File: src/rtl/demux_queue_if.sv
`default_nettype none
// ============================================================================
// Module   : demux_queue_if
// Purpose  : Upstream push handshake plus head/pop bundle for demux_queue.
// Revision : 1.0  initial release
// ============================================================================
interface demux_queue_if #(
  parameter int ADDRESS_WIDTH = 2
);
  logic                            i_valid;
  logic                            o_ready;
  logic [ADDRESS_WIDTH-1:0]        i_address;
  logic                            i_x;
  logic                            o_valid;
  logic [ADDRESS_WIDTH-1:0]        o_address;
  logic                            o_x;
  logic [(1<<ADDRESS_WIDTH)-1:0]   i_dest_ready;
  logic                            o_pop;

  // Queue side.
  modport slave (
    input  i_valid, i_address, i_x, i_dest_ready,
    output o_ready, o_valid, o_address, o_x, o_pop
  );

  // Producer / demultiplexor side.
  modport master (
    output i_valid, i_address, i_x, i_dest_ready,
    input  o_ready, o_valid, o_address, o_x, o_pop
  );
endinterface
`default_nettype wire

File: src/rtl/demux_queue.sv
`default_nettype none
// ============================================================================
// Module   : demux_queue
// Purpose  : FIFO feeder for a demultiplexor; retires the head only when its
//            addressed destination is ready. Optional occupancy output
//            o_level is enabled by defining DEMUX_QUEUE_LEVEL_EN.
// Revision : 1.0  initial release
// ============================================================================
module demux_queue #(
  parameter int ADDRESS_WIDTH = 2,
  parameter int DEPTH         = 4
) (
  input  wire logic                 i_clk,
  input  wire logic                 i_rst,
  demux_queue_if.slave              bus
`ifdef DEMUX_QUEUE_LEVEL_EN
  ,
  output logic [$clog2(DEPTH):0]    o_level
`endif
);

  localparam int C_PTR_W   = $clog2(DEPTH);
  localparam int C_CNT_W   = C_PTR_W + 1;
  localparam int C_ENTRY_W = ADDRESS_WIDTH + 1;
  localparam logic [C_CNT_W-1:0] C_FULL = C_CNT_W'(DEPTH);

  logic [C_ENTRY_W-1:0] r_mem [DEPTH];
  logic [C_PTR_W-1:0]   r_wr_ptr;
  logic [C_PTR_W-1:0]   r_rd_ptr;
  logic [C_CNT_W-1:0]   r_count;

  logic                 w_full;
  logic                 w_empty;
  logic                 w_push;
  logic                 w_pop;
  logic [C_ENTRY_W-1:0] w_head;

  assign w_full  = (r_count == C_FULL);
  assign w_empty = (r_count == '0);

  // Ready is held low during reset so nothing is offered into a clearing queue.
  assign bus.o_ready = ~i_rst & ~w_full;
  assign bus.o_valid = ~w_empty;

  // Head is masked to zero when empty so stale array contents never leak out.
  assign w_head        = w_empty ? '0 : r_mem[r_rd_ptr];
  assign bus.o_address = w_head[C_ENTRY_W-1:1];
  assign bus.o_x       = w_head[0];

  assign w_push    = bus.i_valid & ~w_full;
  assign w_pop     = ~w_empty & bus.i_dest_ready[w_head[C_ENTRY_W-1:1]];
  assign bus.o_pop = w_pop;

  always_ff @(posedge i_clk or posedge i_rst) begin
    if (i_rst) begin
      r_wr_ptr <= '0;
      r_rd_ptr <= '0;
      r_count  <= '0;
    end else begin
      if (w_push) begin
        r_wr_ptr <= r_wr_ptr + 1'b1;
      end
      if (w_pop) begin
        r_rd_ptr <= r_rd_ptr + 1'b1;
      end
      case ({w_push, w_pop})
        2'b10:   r_count <= r_count + 1'b1;
        2'b01:   r_count <= r_count - 1'b1;
        default: r_count <= r_count;
      endcase
    end
  end

  // Storage carries no reset; entries are only visible through the count.
  always_ff @(posedge i_clk) begin
    if (w_push) begin
      r_mem[r_wr_ptr] <= {bus.i_address, bus.i_x};
    end
  end

`ifdef DEMUX_QUEUE_LEVEL_EN
  assign o_level = r_count;
`endif

endmodule
`default_nettype wire

File: src/flat_wrapper.sv
// flat-port wrapper written by rule: the top's interface ports become plain ports
module demux_queue_flat 
#(
  parameter int ADDRESS_WIDTH = 2,
  parameter int DEPTH         = 4
)
  (i_clk, i_rst, bus_i_valid, bus_i_address, bus_i_x, bus_i_dest_ready, bus_o_ready, bus_o_valid, bus_o_address, bus_o_x, bus_o_pop);
  demux_queue_if #(.ADDRESS_WIDTH(ADDRESS_WIDTH)) bus_i ();
  input  wire logic i_clk;
  input  wire logic i_rst;
  input wire logic [$bits(bus_i.i_valid)-1:0] bus_i_valid;
  input wire logic [$bits(bus_i.i_address)-1:0] bus_i_address;
  input wire logic [$bits(bus_i.i_x)-1:0] bus_i_x;
  input wire logic [$bits(bus_i.i_dest_ready)-1:0] bus_i_dest_ready;
  output wire logic [$bits(bus_i.o_ready)-1:0] bus_o_ready;
  output wire logic [$bits(bus_i.o_valid)-1:0] bus_o_valid;
  output wire logic [$bits(bus_i.o_address)-1:0] bus_o_address;
  output wire logic [$bits(bus_i.o_x)-1:0] bus_o_x;
  output wire logic [$bits(bus_i.o_pop)-1:0] bus_o_pop;
  assign bus_i.i_valid = bus_i_valid;
  assign bus_i.i_address = bus_i_address;
  assign bus_i.i_x = bus_i_x;
  assign bus_i.i_dest_ready = bus_i_dest_ready;
  assign bus_o_ready = bus_i.o_ready;
  assign bus_o_valid = bus_i.o_valid;
  assign bus_o_address = bus_i.o_address;
  assign bus_o_x = bus_i.o_x;
  assign bus_o_pop = bus_i.o_pop;
  demux_queue #(.ADDRESS_WIDTH(ADDRESS_WIDTH), .DEPTH(DEPTH)) u_core (.i_clk(i_clk), .i_rst(i_rst), .bus(bus_i));
endmodule
File: config.mk
export PLATFORM = sky130hd
export DESIGN_NAME = demux_queue_flat
export DESIGN_NICKNAME = d
export VERILOG_FILES = /design/src/rtl/demux_queue_if.sv /design/src/rtl/demux_queue.sv /design/src/flat_wrapper.sv
export SDC_FILE = /design/constraint.sdc
export NUM_CORES = 1
export LEC_CHECK = 0
export CORE_AREA = 2 2 47 49
export CTS_CLUSTER_DIAMETER = 120
export CTS_CLUSTER_SIZE = 30
export DETAILED_ROUTE_END_ITERATION = 8
export DIE_AREA = 0 0 49 51
export PLACE_DENSITY_LB_ADDON = 0.25
export SLEW_MARGIN = 20
export SYNTH_ARGS = -nofsm -noshare
export SYNTH_HDL_FRONTEND = slang
export SYNTH_SLANG_ARGS = --single-unit
export TNS_END_PERCENT = 1
File: constraint.sdc
create_clock -name i_clk -period 3.7 [get_ports i_clk]
set_clock_uncertainty 0.15 [all_clocks]
set_input_delay 0.37 -clock i_clk [delete_from_list [all_inputs] [get_ports i_clk]]
set_output_delay 0.37 -clock i_clk [all_outputs]
set_load 0.01 [all_outputs]
[After elaboration in Yosys (flattened, before gate mapping)]
Memories as Yosys holds them, arrays and structs flattened.
Cells that the tools add are included.
Word-level totals
  memories: 1
  flip-flop bits (word level): 7
  bits in writable memories: 12
Cells by class
  add/subtract/negate cells: 4
  order comparisons: 1
  reductions and logical operators: 2
  equality and inequality tests: 3
  bitwise logic cells: 6
  mux-type cells: 6
Memory list
  u_core.r_mem: depth 4, width 3, rd ports 1, clocked after Yosys merged registers in 0, wr ports 1, line demux_queue.sv:27  | logic [C_ENTRY_W-1:0] r_mem [DEPTH];
Operators with widths (number)
  one-hot mux 3 bit (2 select lines): 1
  adder 2 x 1 -> 2 bit, second input constant: 2
  adder 3 x 1 -> 3 bit, second input constant: 1
  AND 1 bit: 3
  == test 3 bit, second input constant: 1
  logical NOT 3 bit: 1
  < comparator 2 x 3 -> 1 bit, second input constant: 1
  2-to-1 mux 1 bit: 3
  2-to-1 mux 3 bit: 1
  inverter 1 bit: 3
  subtractor 3 x 1 -> 3 bit, second input constant: 1
  binary-select mux 1 bit (select 2 bit): 1
  == test 2 x 1 -> 1 bit, second input constant: 1
  == test 2 bit, second input constant: 1
  nonzero test 2 bit: 1

[Logic depth before layout (Yosys ltp)]
Gate-level depths: netlist of run 1.
  depth after elaboration: 7
  mapped depth: 11
  gate-level depth less buffers: 10

[Least setup slack after synthesis of run 1]
OpenSTA, ideal clock, no wires.
  path type: reg-to-reg
  start: register u_core.r_rd_ptr[0]
  end: register u_core.r_count[2]
  period minus slack after synthesis: 2.704 ns
  library setup time: 0.079 ns
  cell stages (with the launch flop): 12
  setup slack: 0.996 ns
  data arrival time: 2.474 ns
  cells stage by stage: dfrtp_1 > buf_6 > mux4_2 > and2_4 > a22oi_2 > and3_4 > ha_1 > inv_1 > fa_1 > xor2_1 > nor2_1 > xor2_1
Between the ends
  word-level cells in the longest chain between the ends: 7
  elaborated cells on any way between the ends: 9
  those cells by class: 2 x eq/ne; 4 x mux; 1 x bitwise; 1 x reduce/logical; 1 x memory
RTL lines
  start, declared: line demux_queue.sv:29  | logic [C_PTR_W-1:0] r_rd_ptr;
  start signal, assigned: line demux_queue.sv:64  | r_rd_ptr <= r_rd_ptr + 1'b1;
  memory (4 x 3 bit) *
  2-to-1 mux 3 bit *: line demux_queue.sv:46  | assign w_head = w_empty ? '0 : r_mem[r_rd_ptr];
  named net bus_o_address[0]: line flat_wrapper.sv:17  | output wire logic [$bits(bus_i.o_address)-1:0] bus_o_address;
  binary-select mux 1 bit (select 2 bit) *: line demux_queue.sv:51  | assign w_pop = ~w_empty & bus.i_dest_ready[w_head[C_ENTRY_W-1:1]];
  2-to-1 mux 1 bit (not written as such) *: line demux_queue.sv:51
  AND 1 bit *: line demux_queue.sv:51
  named net bus_o_pop: line flat_wrapper.sv:19  | output wire logic [$bits(bus_i.o_pop)-1:0] bus_o_pop;
  == test 2 x 1 -> 1 bit / == test 2 bit (equally long branches): line demux_queue.sv:66  | case ({w_push, w_pop})
  one-hot mux 3 bit (2 select lines) / nonzero test 2 bit (equally long branches)
  end signal, assigned: line demux_queue.sv:67  | 2'b10: r_count <= r_count + 1'b1;
  end signal, assigned: line demux_queue.sv:68  | 2'b01: r_count <= r_count - 1'b1;
  end signal, assigned: line demux_queue.sv:69  | default: r_count <= r_count;
  end, declared: line demux_queue.sv:30  | logic [C_CNT_W-1:0] r_count;
Mark *: on every way through the listed nets, which the timed path passes. The rest lies on a longest branch. The select of a mux whose other input is x is not followed.
A chain may end at the register's enable or synchronous reset.

[Worst setup path after layout of run 1]
  start: register u_core.r_rd_ptr[0]
  end: output port bus_o_pop
Between the ends
  word-level cells in the longest chain between the ends: 5
RTL lines (line)
  memory (4 x 3 bit)
  2-to-1 mux 3 bit: demux_queue.sv:46
  binary-select mux 1 bit (select 2 bit): demux_queue.sv:51
  2-to-1 mux 1 bit (not written as such): demux_queue.sv:51
  AND 1 bit: demux_queue.sv:51
  end, declared: flat_wrapper.sv:19
Every way passes these cells. The select of a mux whose other input is x is not followed.

==> metrics.md, run 1 <==
| Metric | Value |
|---|---|
| Antenna violations before repair | 0 |
| CP Data Required Time | about 3.2 ns |
| Critical Path AT | approximately 2.4 ns |
| Ratio of cells with drive above 1 in the final layout | 0.09639 |
| Worst hold-check path type | in2async |
| DRC Markers | 0 |
| Vias in the first global route | 581 |
| Crit-path max FO | 5 |
| IO Port Bufs | 15 |
| # resized after CTS | 0 |
| Min cycle time layout | 2.952 ns |
| First-pass detailed-route iteration total | 1 |
| Largest delay contributor family on the critical path | multiplexers |
| FF+latch area | 535.5 um2 |
| Area delta synth->final | 20.99% |
| Tcrit/Tclk final | 0.7979 |
| Critical path launch point | u_core.r_rd_ptr[0]$_DFFE_PP0P_ |
| Maximum VDD drop | approximately 0.40 mV |
| Final hold vios | 0 |
| Post-route ant nets | 0 |
| First DRT Iteration DRCs | 0 |
| Final TNS setup | 0 ns |
| Fillers | 193 |
| CTS sink cnt | 19 |
| Syn avg cell area | between 10 and 15 um2 |
| Total track usage | 0.1399 |
| Starting Density | 0.4536 |
| Final core occ | 0.5488 |
| Via Count | around 540 |
| FMAX | 0.3387 GHz |
| Met1 WL | 660 um |
| Clock root cell | clkbuf_4 |
| Hold buffers post-CTS | 0 |
| Clk_lat worst skew | 0.29 ns |
| Grt total ovfl | 0 |
| Yosys warns | 0 |
| Vias per std cell | 4.883 |
| First-pass GRT wire length | 2559 um |
| DR top layer | met4 |
| I/O pin count | 16 |
| Max-cap violations | 0 |
| CTS tree | built |
| Max_slew headroom | 0.6420 |
| Die span in y | 51 um |
| Bufs on Longest Clock Path | 2 |
| RSZ-0062 raised after global routing | no |
| Yosys reg bits | 19 |
| # setup viols final | 0 |
| RD Place Congestion | 0.6997 |
| CORE AREA | between 2000 and 2500 um2 |
| Worst reg2reg path startpoint | u_core.r_rd_ptr[0]$_DFFE_PP0P_ |
| Slowest cell delay on critical path | 0.58 ns |
| Commonest cells after routing, fill and taps aside | 15 x clkdlybuf4s50_1, 12 x edfxtp_1, 8 x inv_1 |
| Multi-input gate area in the final layout | roughly 350 um2 |
| Routed WL per cell | 13.13 um |
| Worst-path clk slew | 0.10 ns |
| Critical-path cell list | mux4_2, and2_4, a22oi_2, and3_4, clkdlybuf4s50_1 |
| TritonCTS Buffers | 3 |
| Slowest-stage cell, CP | mux4_2 |
| Final Max Tran Viols | 0 |
| Measured slew at the worst slew-check pin | 0.5358 ns |
| Post-Syn Area | 935.9 um2 |
| Final #Nets | 100 |
| Metal3 WL | 69 um |
| Die ar. | 2499 um2 |
| Num rows | 17 |
| DP HPWL | 1167 um |
| CP endpoint kind | output port |
| Worst path bufs/invs | 1 |
| Pin count of the biggest net entering global routing | 12 |
| Worst setup SP type | flip-flop |
| Pwr Total | roughly 940 uW |
| Die width | slightly below 50 um |
| WL final | 1457 um |
| Setup bufs post-CTS | 0 |
| Kind of critical path | reg2out |
| Status | complete, no violations |
| Post-synthesis sequential area ratio | 0.5722 |
| Inserted Diodes | 0 |
| Synthesized Nets | 82 |
| Commonest non-fill, non-tap cell in the layout | clkdlybuf4s50_1 |
| Synth Instances | 66 |
| Leak Pwr | 0.4607 nW |
| Netlist cell types | 24 |
| Met2 WL | 711 um |
| CTS H-tree lvls | 1 |
| Total power per unit cell area | 832.1 nW/um2 |
## cells in the mapped netlist
cell type | count | area, um2
or3_1 | 1 | 6.260
clkbuf_2 | 1 | 5.000
xor2_1 | 3 | 26.28
mux4_1 | 2 | 52.55
o21ai_1 | 1 | 5.000
dfrtp_1 | 7 | 175.2
mux2i_1 | 2 | 20.02
fa_1 | 1 | 20.02
and3_4 | 1 | 11.26
o21ai_0 | 1 | 5.000
mux4_2 | 1 | 22.52
nor2_1 | 3 | 11.26
ha_1 | 5 | 62.56
inv_1 | 8 | 30.03
a21oi_1 | 1 | 5.000
nand4_1 | 1 | 6.260
buf_6 | 1 | 11.26
xnor2_1 | 3 | 26.28
a21boi_1 | 1 | 7.510
and2_1 | 6 | 37.54
nand2_1 | 2 | 7.510
a22oi_2 | 1 | 12.51
edfxtp_1 | 12 | 360.4
and2_4 | 1 | 8.760
## area by class of cell
| class | instances | area share |
|---|---|---|
| clock buffer | 3 | 0.01989 |
| clock inverter | 1 | 0.004420 |
| inverter | 8 | 0.02652 |
| multi-input combinational | 37 | 0.3127 |
| sequential | 19 | 0.4729 |
| tap | 28 | 0.03094 |
| timing repair buffer | 15 | 0.1326 |
## worst register-to-register path, delay by kind of cell (launching register included)
| kind | cells | cell delay [ns] |
|---|---|---|
| fa+ha+maj | 2 | 0.56 |
| flops | 1 | 0.50 |
| buf+inv | 1 | 0.06 |
| xor+xnor | 2 | 0.29 |
| mux | 1 | 0.58 |
| compound gates | 1 | 0.13 |
| simple gates | 3 | 0.52 |
## state kept, by name, summed over array words and instances (netlist names)
signal,cells
u_core.r_mem,12
u_core.r_rd_ptr,2
u_core.r_count,3
u_core.r_wr_ptr,2
## final timing paths
path                                                   to  slack [ns]  depth (start not counted)
setup reg to reg            u_core.r_count[2]$_DFFE_PP0P_        0.83                         10
hold reg to reg             u_core.r_count[2]$_DFFE_PP0P_        0.39                          1
hold / removal             u_core.r_wr_ptr[1]$_DFFE_PP0P_        0.18                          2
min in group i_clk          u_core.r_count[2]$_DFFE_PP0P_        0.39                          1
max in group asynchronous   u_core.r_count[0]$_DFFE_PP0P_        3.02                          2
setup / recovery                                bus_o_pop        0.75                          5
## where the power goes
| group | switching (mW) | internal (mW) |
|---|---|---|
| clock network | 0.0582 | 0.0401 |
| logic | 0.219 | 0.268 |
| registers | 0.0554 | 0.301 |
| total | 0.333 | 0.609 |
## metal layers
metal,vias to the layer above,GRT usage
met5,-,0
met2,14,0.2466
met3,2,0.02632
met4,0,0.07143
li1,263,-
met1,263,0.1641
## kinds of logic after synthesis
kind of cell             after synthesis  synth area share
AO/OA/AOI/OAI                          5           0.03742
flip-flops                            19            0.5722
AND/OR/NAND/NOR                       15           0.09494
XOR/XNOR                               6           0.05616
adder cells (fa/ha/maj)                6           0.08824
multiplexers                           5            0.1016
buffers and inverters                 10           0.04946
## through the flow
| stage | cells | hold WS, ns | setup WS (ns) | area [um2] |
|---|---|---|---|---|
| 6_report | 111 | 0.1821 | 0.7478 | 1132 |
| 4_1_cts | 111 | 0.1881 | 0.7224 | 1132 |
| 3_3_place_gp | 107 | 0.3610 | 0.8666 | 1105 |
| 2_1_floorplan | 66 | 0.02340 | 0.9964 | 935.9 |
| 3_5_place_dp | 107 | 0.3672 | 0.8446 | 1105 |
| 5_1_grt | 111 | 0.2158 | 0.6554 | 1132 |
Note: power is estimated with default switching activity, not from simulation.
==> run 2, diff against run 1 <==
--- a/config.mk
+++ b/config.mk
@@ -5,11 +5,11 @@
 export SDC_FILE = /design/constraint.sdc
 export NUM_CORES = 1
 export LEC_CHECK = 0
-export CORE_AREA = 2 2 47 49
+export CORE_AREA = 2 2 49 51
 export CTS_CLUSTER_DIAMETER = 120
 export CTS_CLUSTER_SIZE = 30
 export DETAILED_ROUTE_END_ITERATION = 8
-export DIE_AREA = 0 0 49 51
+export DIE_AREA = 0 0 51 53
 export PLACE_DENSITY_LB_ADDON = 0.25
 export SLEW_MARGIN = 20
 export SYNTH_ARGS = -nofsm -noshare
==> constraint.sdc (replaced) <==
create_clock -name i_clk -period 2.65 [get_ports i_clk]
set_clock_uncertainty 0.15 [all_clocks]
set_input_delay 0.265 -clock i_clk [delete_from_list [all_inputs] [get_ports i_clk]]
set_output_delay 0.265 -clock i_clk [all_outputs]
set_load 0.01 [all_outputs]
==> run 2 against run 1 <==
Against the previous run:
- sequential cell count stayed put
- final area up 8.4%
- largest cell class unchanged
- clock power grew 49%
- critical path depth up 5
- setup slack worse by 0.73 ns
- routed wire length increased by 9.2%
- die area is 8.2% higher
- clock-buffer cell count did not move
- via count up 3.3%
- register-to-register slack worse by 0.82 ns
- sequential power is 36% higher
- non-clock buffer count grew 10
==> metrics.md, run 2 (synthesized netlist as in run 1, its figures left out) <==
| Metric | Value |
|---|---|
| Clock root cell | clkbuf_4 |
| Fillers | 173 (-10%) |
| Largest registers | u_core.r_mem x12, u_core.r_count x3 |
| CP endpoint kind | flip-flop |
| Min cycle time layout | 2.636 ns |
| Routed WL per cell | 13.15 um (+0.17%) |
| RD Place Congestion | 0.7472 (+6.8%) |
| RSZ-0062 raised after global routing | yes |
| Multi-input gate area in the final layout | 369.1 um2 (+4.2%) |
| Vias in the first global route | 616 (+6.0%) |
| First-pass detailed-route iteration total | 2 (+1) |
| Measured slew at the worst slew-check pin | 0.2856 ns (-0.2503 ns) |
| Int Pwr | 968.1 uW (+59%) |
| Kind of critical path | reg2reg |
| First DRT Iteration DRCs | 6 (+6) |
| Status | complete, no violations |
| Num rows | 17 (unchanged) |
| Final #Nets | 110 (+10%) |
| Total track usage | 0.1409 (+0.001027) |
| Leak Pwr | 0.5148 nW (+12%) |
| Critical Path AT | 2.71 ns (+0.28 ns) |
| Part of the power in registers | 0.326 (-0.052) |
| Post-route ant nets | 0 (unchanged) |
| Pwr Total | 1.486 mW (+58%) |
| Clk_lat worst skew | 0.29 ns (about the same) |
| Antenna violations before repair | 0 (unchanged) |
| Net Sw Frac | 0.3484 (-0.005063) |
| I/O pin count | 16 (unchanged) |
| Starting Density | 0.4356 (-0.01796) |
| Grt total ovfl | 0 (unchanged) |
| Final core occ | 0.5713 (+0.02253) |
| Max_slew headroom | 0.8094 (+0.1674) |
| CTS tree | built |
| DRC Markers | 0 (unchanged) |
| Reg2reg setup slack | 0.01 ns (-0.82 ns) |
| Die ar. | 2703 um2 (+8.2%) |
| Comb pwr share | 0.576 (+0.058) |
| Pin count of the biggest net entering global routing | 13 (+1) |
| First-pass GRT wire length | 2663 um (+4.1%) |
| CTS H-tree lvls | 1 (unchanged) |
| Maximum VDD drop | 0.5868 mV (+45%) |
| FF+latch area | 536.8 um2 (+0.23%) |
| FMAX | ~0.38 GHz |
| DP HPWL | 1295 um (+11%) |
| Min Hold Slack | 0.07185 ns (-0.1103 ns) |
| Worst hold-check path type | in2async |
| Worst setup SP type | flip-flop |
| Total power per unit cell area | 1210 nW/um2 (+45%) |
| Final hold vios | 0 (unchanged) |
| # setup viols final | 0 (unchanged) |
| Vias per std cell | 4.628 (-5.2%) |
| Inserted Diodes | 0 (unchanged) |
| Final Max Tran Viols | 0 (unchanged) |
| Die span in y | 53 um (+3.9%) |
| Ratio of cells with drive above 1 in the final layout | 0.2366 (+0.1402) |
| Psw | 517.5 uW (+55%) |
| Tcrit/Tclk final | 0.9949 |
| Commonest non-fill, non-tap cell in the layout | clkdlybuf4s50_1 |
| CTS sink cnt | 19 (unchanged) |
| TritonCTS Buffers | 3 (unchanged) |
| CORE AREA | 2148 um2 (+4.1%) |
| Finished Layout Cells | 121 (+9.0%) |
| Clk pwr share | 0.098 (-0.006) |
| Bufs on Longest Clock Path | 2 (unchanged) |
| Worst-path clk slew | 0.11 ns (about the same) |
| Max-cap violations | 0 (unchanged) |
| Die width | 51 um (+4.1%) |
| Placed cells | 114 (+6.5%) |
| WL final | 1591 um (+9.2%) |
| Final TNS setup | 0 ns (unchanged) |
| Max FFs per register | 12 (unchanged) |
| IO Port Bufs | 15 (unchanged) |
| Area delta synth->final | 31.15% |
| Commonest cells after routing, fill and taps aside | 13 x clkdlybuf4s50_1, 12 x edfxtp_1, 10 x buf_4 |
| CP Data Required Time | 2.72 ns (-0.46 ns) |
| Via Count | 560 (+3.3%) |
| Crit-path max FO | 3 (-2) |
| Most flops, register | u_core.r_mem |
run 2: changes by cell type in the layout (fill, tap and decap cells not counted), sizes merged:
cell / change
dlygate4sd2: +1
clkdlybuf4s50: -2
buf: +10
clkinv: -1
clkinvlp: +1
dlymetal6s2s: +1
run 2: area by class of cell:
| type | count | area share |
|---|---|---|
| tap | 28 | 0.02854 |
| sequential | 19 | 0.4373 |
| clock inverter | 1 | 0.006116 |
| clock buffer | 3 | 0.01835 |
| multi-input combinational | 37 | 0.3007 |
| inverter | 8 | 0.02446 |
| timing repair buffer | 25 | 0.1845 |
run 2: power by group through the flow:
| stage | logic, mW | clock network [mW] | registers (mW) |
|---|---|---|---|
| floorplan | 0.548 | 0 | 0.469 |
| global route | 0.954 | 0.166 | 0.498 |
| CTS | 0.865 | 0.152 | 0.485 |
| detailed placement | 0.837 | 0 | 0.494 |
| finish | 0.856 | 0.146 | 0.484 |
| global placement | 0.817 | 0 | 0.489 |
run 2: layer usage:
metal | global-route usage | vias to the layer above | share of wire
met1 | 0.1633 | 264 | 0.46
met4 | 0.09459 | 0 | 0.017
met2 | 0.2511 | 11 | 0.49
met3 | 0.008475 | 2 | 0.028
li1 | - | 283 | -
met5 | 0 | - | 0
run 2: through the flow:
step,worst slack (ns),instance area [um2]
after floorplan,0.03211,950.9
after CTS,-0.04848,1216
after global routing,-0.08557,1227
after global placement,-0.003821,1172
final,0.01364,1227
after detailed placement,-0.04771,1172
run 2: worst max-delay path, cell delays in order, from the launching register on:
cell and delay, ns:
dfrtp_2 0.41, mux4_2 0.55, and2_4 0.17, a22oi_2 0.15, and3_4 0.23, ha_4 0.13
inv_2 0.03, fa_2 0.33, xor2_1 0.15, nor2_1 0.11, xor2_1 0.15
run 2: worst paths after layout:
check	depth (start not counted)	from	endpoint
hold reg to reg	1	u_core.r_count[2]$_DFFE_PP0P_	u_core.r_count[2]$_DFFE_PP0P_
min in group i_clk	1	u_core.r_count[2]$_DFFE_PP0P_	u_core.r_count[2]$_DFFE_PP0P_
setup reg to reg	10	u_core.r_rd_ptr[0]$_DFFE_PP0P_	u_core.r_count[2]$_DFFE_PP0P_
hold / removal	2	i_rst	u_core.r_rd_ptr[0]$_DFFE_PP0P_
setup / recovery	10	u_core.r_rd_ptr[0]$_DFFE_PP0P_	u_core.r_count[2]$_DFFE_PP0P_
max in group asynchronous	2	i_rst	u_core.r_rd_ptr[0]$_DFFE_PP0P_
run 2: timing repair:
item,CTS,global route
setup buffers,2,1
endpoints found under the setup margin,2,4
pin swaps,2,0
resized for setup,2,2
hold buffers,0,0
==> run 3, diff against run 2 <==
--- a/config.mk
+++ b/config.mk
@@ -7,7 +7,7 @@
 export LEC_CHECK = 0
 export CORE_AREA = 2 2 49 51
 export CTS_CLUSTER_DIAMETER = 120
-export CTS_CLUSTER_SIZE = 30
+export CTS_CLUSTER_SIZE = 8
 export DETAILED_ROUTE_END_ITERATION = 8
 export DIE_AREA = 0 0 51 53
 export PLACE_DENSITY_LB_ADDON = 0.25
==> results of run 3 <==
Final layout, timing and power as in run 2 (identical DEF).
==> patch 1: new RTL, flow settings as in run 2 <==
`ADDRESS_WIDTH` is set to 2 in 3 places; all go to 3.
--- a/src/rtl/demux_queue_if.sv
+++ b/src/rtl/demux_queue_if.sv
@@ -6,5 +6,5 @@
 // ============================================================================
 interface demux_queue_if #(
-  parameter int ADDRESS_WIDTH = 2
+  parameter int ADDRESS_WIDTH = 3
 );
   logic                            i_valid;
--- a/src/rtl/demux_queue.sv
+++ b/src/rtl/demux_queue.sv
@@ -8,5 +8,5 @@
 // ============================================================================
 module demux_queue #(
-  parameter int ADDRESS_WIDTH = 2,
+  parameter int ADDRESS_WIDTH = 3,
   parameter int DEPTH         = 4
 ) (
--- a/src/flat_wrapper.sv
+++ b/src/flat_wrapper.sv
@@ -2,5 +2,5 @@
 module demux_queue_flat 
 #(
-  parameter int ADDRESS_WIDTH = 2,
+  parameter int ADDRESS_WIDTH = 3,
   parameter int DEPTH         = 4
 )
Interface: changed (resized bus_i_address, bus_i_dest_ready and bus_o_address); port bits go from 16 to 22. No check against the original RTL was run, so the function may have changed too.
==> patch 1 against run 2 <==
- the run now ends with setup timing left
- critical path depth decreased by 1
- sequential share of layout area decreased by 0.78 points
- total power increased by 24%
- synthesized area increased by 26%
- worst setup slack got worse by 0.021 ns
- design area increased by 24%
- count of clock-buffer cells in the layout unchanged
- global-route usage increased by 2.7 points
- sequential cell count increased by 4
- routed wire length increased by 27%
- non-clock buffer count increased by 3
- die area unchanged
- final cell count increased by 13%
- highest routed layer unchanged
==> patch 1: results (changes against run 2) <==
The run finished, with violations left. The checks that failed: setup timing. The worst slack at placement was -0.0115 ns (+0.0362 ns). The clock root buffer is clkbuf_4. The transition at the pin with the smallest max-transition slack is 0.296 ns (+0.0109 ns). Total power density per cell area: 1210 mW/mm2 (-0.29%). For the routed wire length, the log shows 2.02 mm (+27%). For the met2 wirelength from detailed routing, the log shows 1.03 mm (+32%). The number of I/O port buffers works out to 21 (+6). The number of nets produced by synthesis came out at 100 (+22%). The tools report the final worst-path setup slack as -0.00757 ns (-0.0212 ns). Sequential area share after synthesis: 55.6% (-1.7 points). The routed wire length per instance is 14.8 um (+12%). The largest voltage drop on the vdd net came out at 0.000921 V (+57%). The post-detailed-placement cell area was 0.00149 mm2 (+27%); the number of buffers added by the clock tree synthesis step was 3 (unchanged). The largest registers in the layout are u_core.r_mem x16, u_core.r_count x3.

The tools report the overall routing resource usage as 16.8% (+2.7 points). The source-to-sink clock delay at the later pin of the worst-skew pair was 0.31 ns (+0.02 ns). The placed wire-length estimate after detailed placement was 1.59 mm (+23%).

The run gives 96 um (+120%) as the routed length on met3. The number of synthesized flops with an enable pin works out to 16 (+4). The worst-case clock buffer depth is 2 (unchanged). The initial DRC count was 6 (unchanged); the antenna diode count was 0 (unchanged). Ranked by total cell area, the synthesized netlist is headed by edfxtp_1, dfrtp_1, mux2i_1.

The leakage dissipation came out at 0.609 nW (+18%). The post-synthesis average cell area was 14.9 um2 (+5.3%). Maximum single-stage delay on the critical path: 0.55 ns (about the same).

The run gives 26 (+8.3%) as the distinct cell type count after synthesis. The largest individual stage delay along the critical path comes from the cell mux4_2. Iteration count of the initial detailed-routing pass: 4 (+2).

The via count is 691 (+23%), and the depth of the most critical reg-to-reg path is 9 (-1). In this run the worst hold path is classified as input pin to asynchronous set/reset pin. The routability congestion estimate was 0.753 (+0.75%); the peak fanout along the critical path was 4 (+1). The number of global-route vias before repair is 721 (+17%), and the final net count is 131 (+19%). The post-synthesis async set-or-reset flop share came out at 30.4% (-6.4 points). The tools report the number of antenna violations at the first check in global routing as 0 (unchanged). The share of final-layout standard cells stronger than drive strength 1 is 20.2% (-3.5 points). The cell class contributing the biggest share of worst-path delay was multiplexers. Final setup violation count: 1 (+1).

The first-pass GRT wire length is 3.20 mm (+20%), and the worst endpoint data arrival time is 2.75 ns (+0.04 ns). The run gives 0 (unchanged) as the count of warnings emitted by yosys. The maximum level of the CTS H-tree came out at 1 (unchanged).

The run gives 160 (-7.5%) as the total of fill cells in the finished design. The post-route met1 wirelength came out at 869 um (+18%). Clock-pin slew was measured on the worst setup and hold paths at 0.12 ns. The highest layer touched by signal routing is met4. By count the netlist is led by edfxtp_1, and2_1, dfrtp_1, mux2i_1, inv_1.

Maximum number of pins on one net before global-route repair: 15 (+2).
patch 1: final timing paths:
kind / end / slack (ns) / start
hold / removal: u_core.r_wr_ptr[1] / 0.05 / i_rst
setup / recovery: u_core.r_count[2] / -0.008 / u_core.r_mem[2][1]
max in group asynchronous: u_core.r_count[0] / 2.08 / i_rst
setup reg to reg: u_core.r_count[2] / -0.008 / u_core.r_mem[2][1]
hold reg to reg: u_core.r_count[2] / 0.39 / u_core.r_count[2]
min in group i_clk: u_core.r_count[2] / 0.39 / u_core.r_count[2]
patch 1: report_power, final:
| part | internal (mW) | switching, mW | total [mW] |
|---|---|---|---|
| combinational | 0.618 | 0.475 | 1.09 |
| clock | 0.0575 | 0.104 | 0.161 |
| sequential | 0.504 | 0.0836 | 0.588 |
| total | 1.18 | 0.662 | 1.84 |
patch 1: per-stage QoR:
step | setup TNS, ns | hold WS [ns]
3_5_place_dp | -0.0117 | 0.364
6_report | -0.00757 | 0.0537
3_3_place_gp | 0 | 0.363
5_1_grt | -0.264 | 0.0715
2_1_floorplan | -0.0835 | -0.0816
4_1_cts | -0.0186 | 0.0576
patch 1: per-layer routing:
metal  up-vias  global-route usage [%]
li1        340                       -
met3         2                    2.82
met4         0                    8.11
met5         -                       0
met2        23                    31.0
met1       326                    18.9
patch 1: cells by family (layout without fill, tap and decap cells):
logic type	Yosys count	after routing	synth area share [%]
fa+ha+maj	6	6	7.00
buf+inv	8	38	3.29
mux	13	13	16.4
xor+xnor	6	6	4.45
compound gates	5	5	5.09
flops	23	23	55.6
simple gates	18	18	8.17
patch 1: repair_timing:
action                     in CTS  in global routing
pin swaps                       1                  0
setup endpoints to repair       3                  4
setup buffers                   0                  0
gates resized for setup         3                  1
hold endpoints to repair        0                  0
patch 1: worst register-to-register path, cell delays in order (launching register included):
cell and delay, ns:
edfxtp_1 0.45, mux4_2 0.55, mux2_4 0.34, o32ai_4 0.12
o2bb2ai_4 0.10, ha_4 0.17, fa_2 0.33, xnor2_1 0.13
nor2_1 0.11, xor2_1 0.15
patch 1: layout make-up:
cell class                 instances  share of cell area, %
inverter                           6                   1.48
multi-input combinational         48                   34.0
timing repair buffer              28                   17.3
sequential                        23                   43.0
clock buffer                       3                   1.48
tap                               28                   2.30
clock inverter                     1                  0.492
==> patch 2: new RTL, settings of run 2 <==
Without the edit above. Make the reset (`i_rst`) synchronous in one clocked block.
--- a/src/rtl/demux_queue.sv
+++ b/src/rtl/demux_queue.sv
@@ -52,5 +52,5 @@
   assign bus.o_pop = w_pop;
 
-  always_ff @(posedge i_clk or posedge i_rst) begin
+  always_ff @(posedge i_clk) begin
     if (i_rst) begin
       r_wr_ptr <= '0;
Function: differs if i_rst is asserted again (counterexample within 4 cycles, from zero or initial values and one cycle with i_rst high); with i_rst held inactive, the same outputs for 10 cycles.
==> patch 2 against run 2 <==
- worst setup slack worse by 0.16 ns
- hold slack gained 0.30 ns
- synthesized area increased by 3.7%
- the flow now finishes with violations (setup timing)
- design area increased by 3.3%
- sequential cell count up 2
- routed wire length rose by 11%
- highest routed layer unchanged
- core utilization is 1.9 points higher
- synthesized cell count is 12% higher
- critical endpoint is now u_core.r_count[2]
- total power is 22% lower
==> patch 2: results (changes against run 2) <==
The logs give 4 (+2) for the iteration count of the initial detailed-routing pass and 544 um2 (+1.4%) for the storage element area. Fraction of area in multi-input gates: 34.0% (+3.9 points). The first-pass GRT wire length came out at 2.91 mm (+9.3%). Start of the worst register-to-register path: u_core.r_mem[3][2]. The number of global-route vias before repair is 626 (+1.6%). The clock network contribution to total cell area is 2.07% (-0.37 points). The peak fanout along the critical path is 4 (+1), and the relative slew slack is 81.2% (+0.29 points). The post-synthesis async set-or-reset flop share was 0% (-37 points). For the final setup violation count, the log shows 1 (+1).

Non-clock buffer contribution to total cell area: 17.4% (-1.1 points). The tools report the end of the worst register-to-register path as u_core.r_count[2]. The final worst-path setup slack is -0.142 ns (-0.155 ns).

The final reports fail on setup timing. The maximum single-stage delay on the critical path was 0.53 ns (-0.02 ns). The logs give 0.490 nW (-4.9%) for the leakage dissipation and 55.7% (-1.5 points) for the sequential area share after synthesis.

The tools report the number of buffers inserted by post-CTS setup repair as 0 (-2). The share of final-layout standard cells stronger than drive strength 1 came out at 22.8% (-0.88 points). For the total of fill cells in the finished design, the log shows 175 (+1.2%).

For the met1 usage in global routing, the log shows 19.4% (+3.1 points). The fraction of standard cell area that is sequential came out at 42.9% (-0.79 points). The met2 routing resource usage after global routing was 23.8% (-1.3 points); the initial DRC count was 5 (-1). The type of the tightest min-delay check is flip-flop to flip-flop. By area the synthesized netlist is led by edfxtp_1, dfxtp_1, ha_1. The final net count is 118 (+7.3%), and the largest voltage drop on the vdd net is 0.000486 V (-17%). Number of nets produced by synthesis: 90 (+9.8%).

The flow ran to the end, but the final reports show violations. The distinct cell type count after synthesis came out at 25 (+4.2%). The overall routing resource usage was 15.2% (+1.1 points); the clock sink total was 21 (+2).

For the maximum number of pins on one net before global-route repair, the log shows 12 (-1). Relative to the synthesized area, the layout overhead comes to 30.5%. The placed wire-length estimate after detailed placement was 1.44 mm (+11%). For the routed length on met3, the log shows 92 um (+110%). The count of inverters not on the clock network in the layout is 3 (-5), and the vias per cell is 4.95 (+7.0%).
## patch 2: power by group
group          internal (mW)  switching [mW]
clock                 0.0586          0.0925
sequential             0.410          0.0422
combinational          0.320           0.232
## patch 2: kinds of logic (layout without fill, tap and decap cells)
family,count (synthesis),after routing,synth area share (%)
flops,21,21,55.7
compound gates,8,8,5.93
xor+xnor,3,3,2.71
fa+ha+maj,6,6,8.51
mux,8,8,12.9
buf+inv,5,32,1.93
simple gates,23,23,12.4
## patch 2: per-stage QoR
step | total power [mW] | hold WS, ns | cells | setup TNS [ns]
after floorplan | 0.761 | 0.214 | 74 | -0.0679
after global placement | 0.986 | 0.339 | 124 | -0.0387
after detailed placement | 1.00 | 0.363 | 124 | -0.135
after CTS | 1.15 | 0.379 | 128 | -0.130
after global routing | 1.23 | 0.399 | 129 | -0.287
final | 1.16 | 0.370 | 129 | -0.142
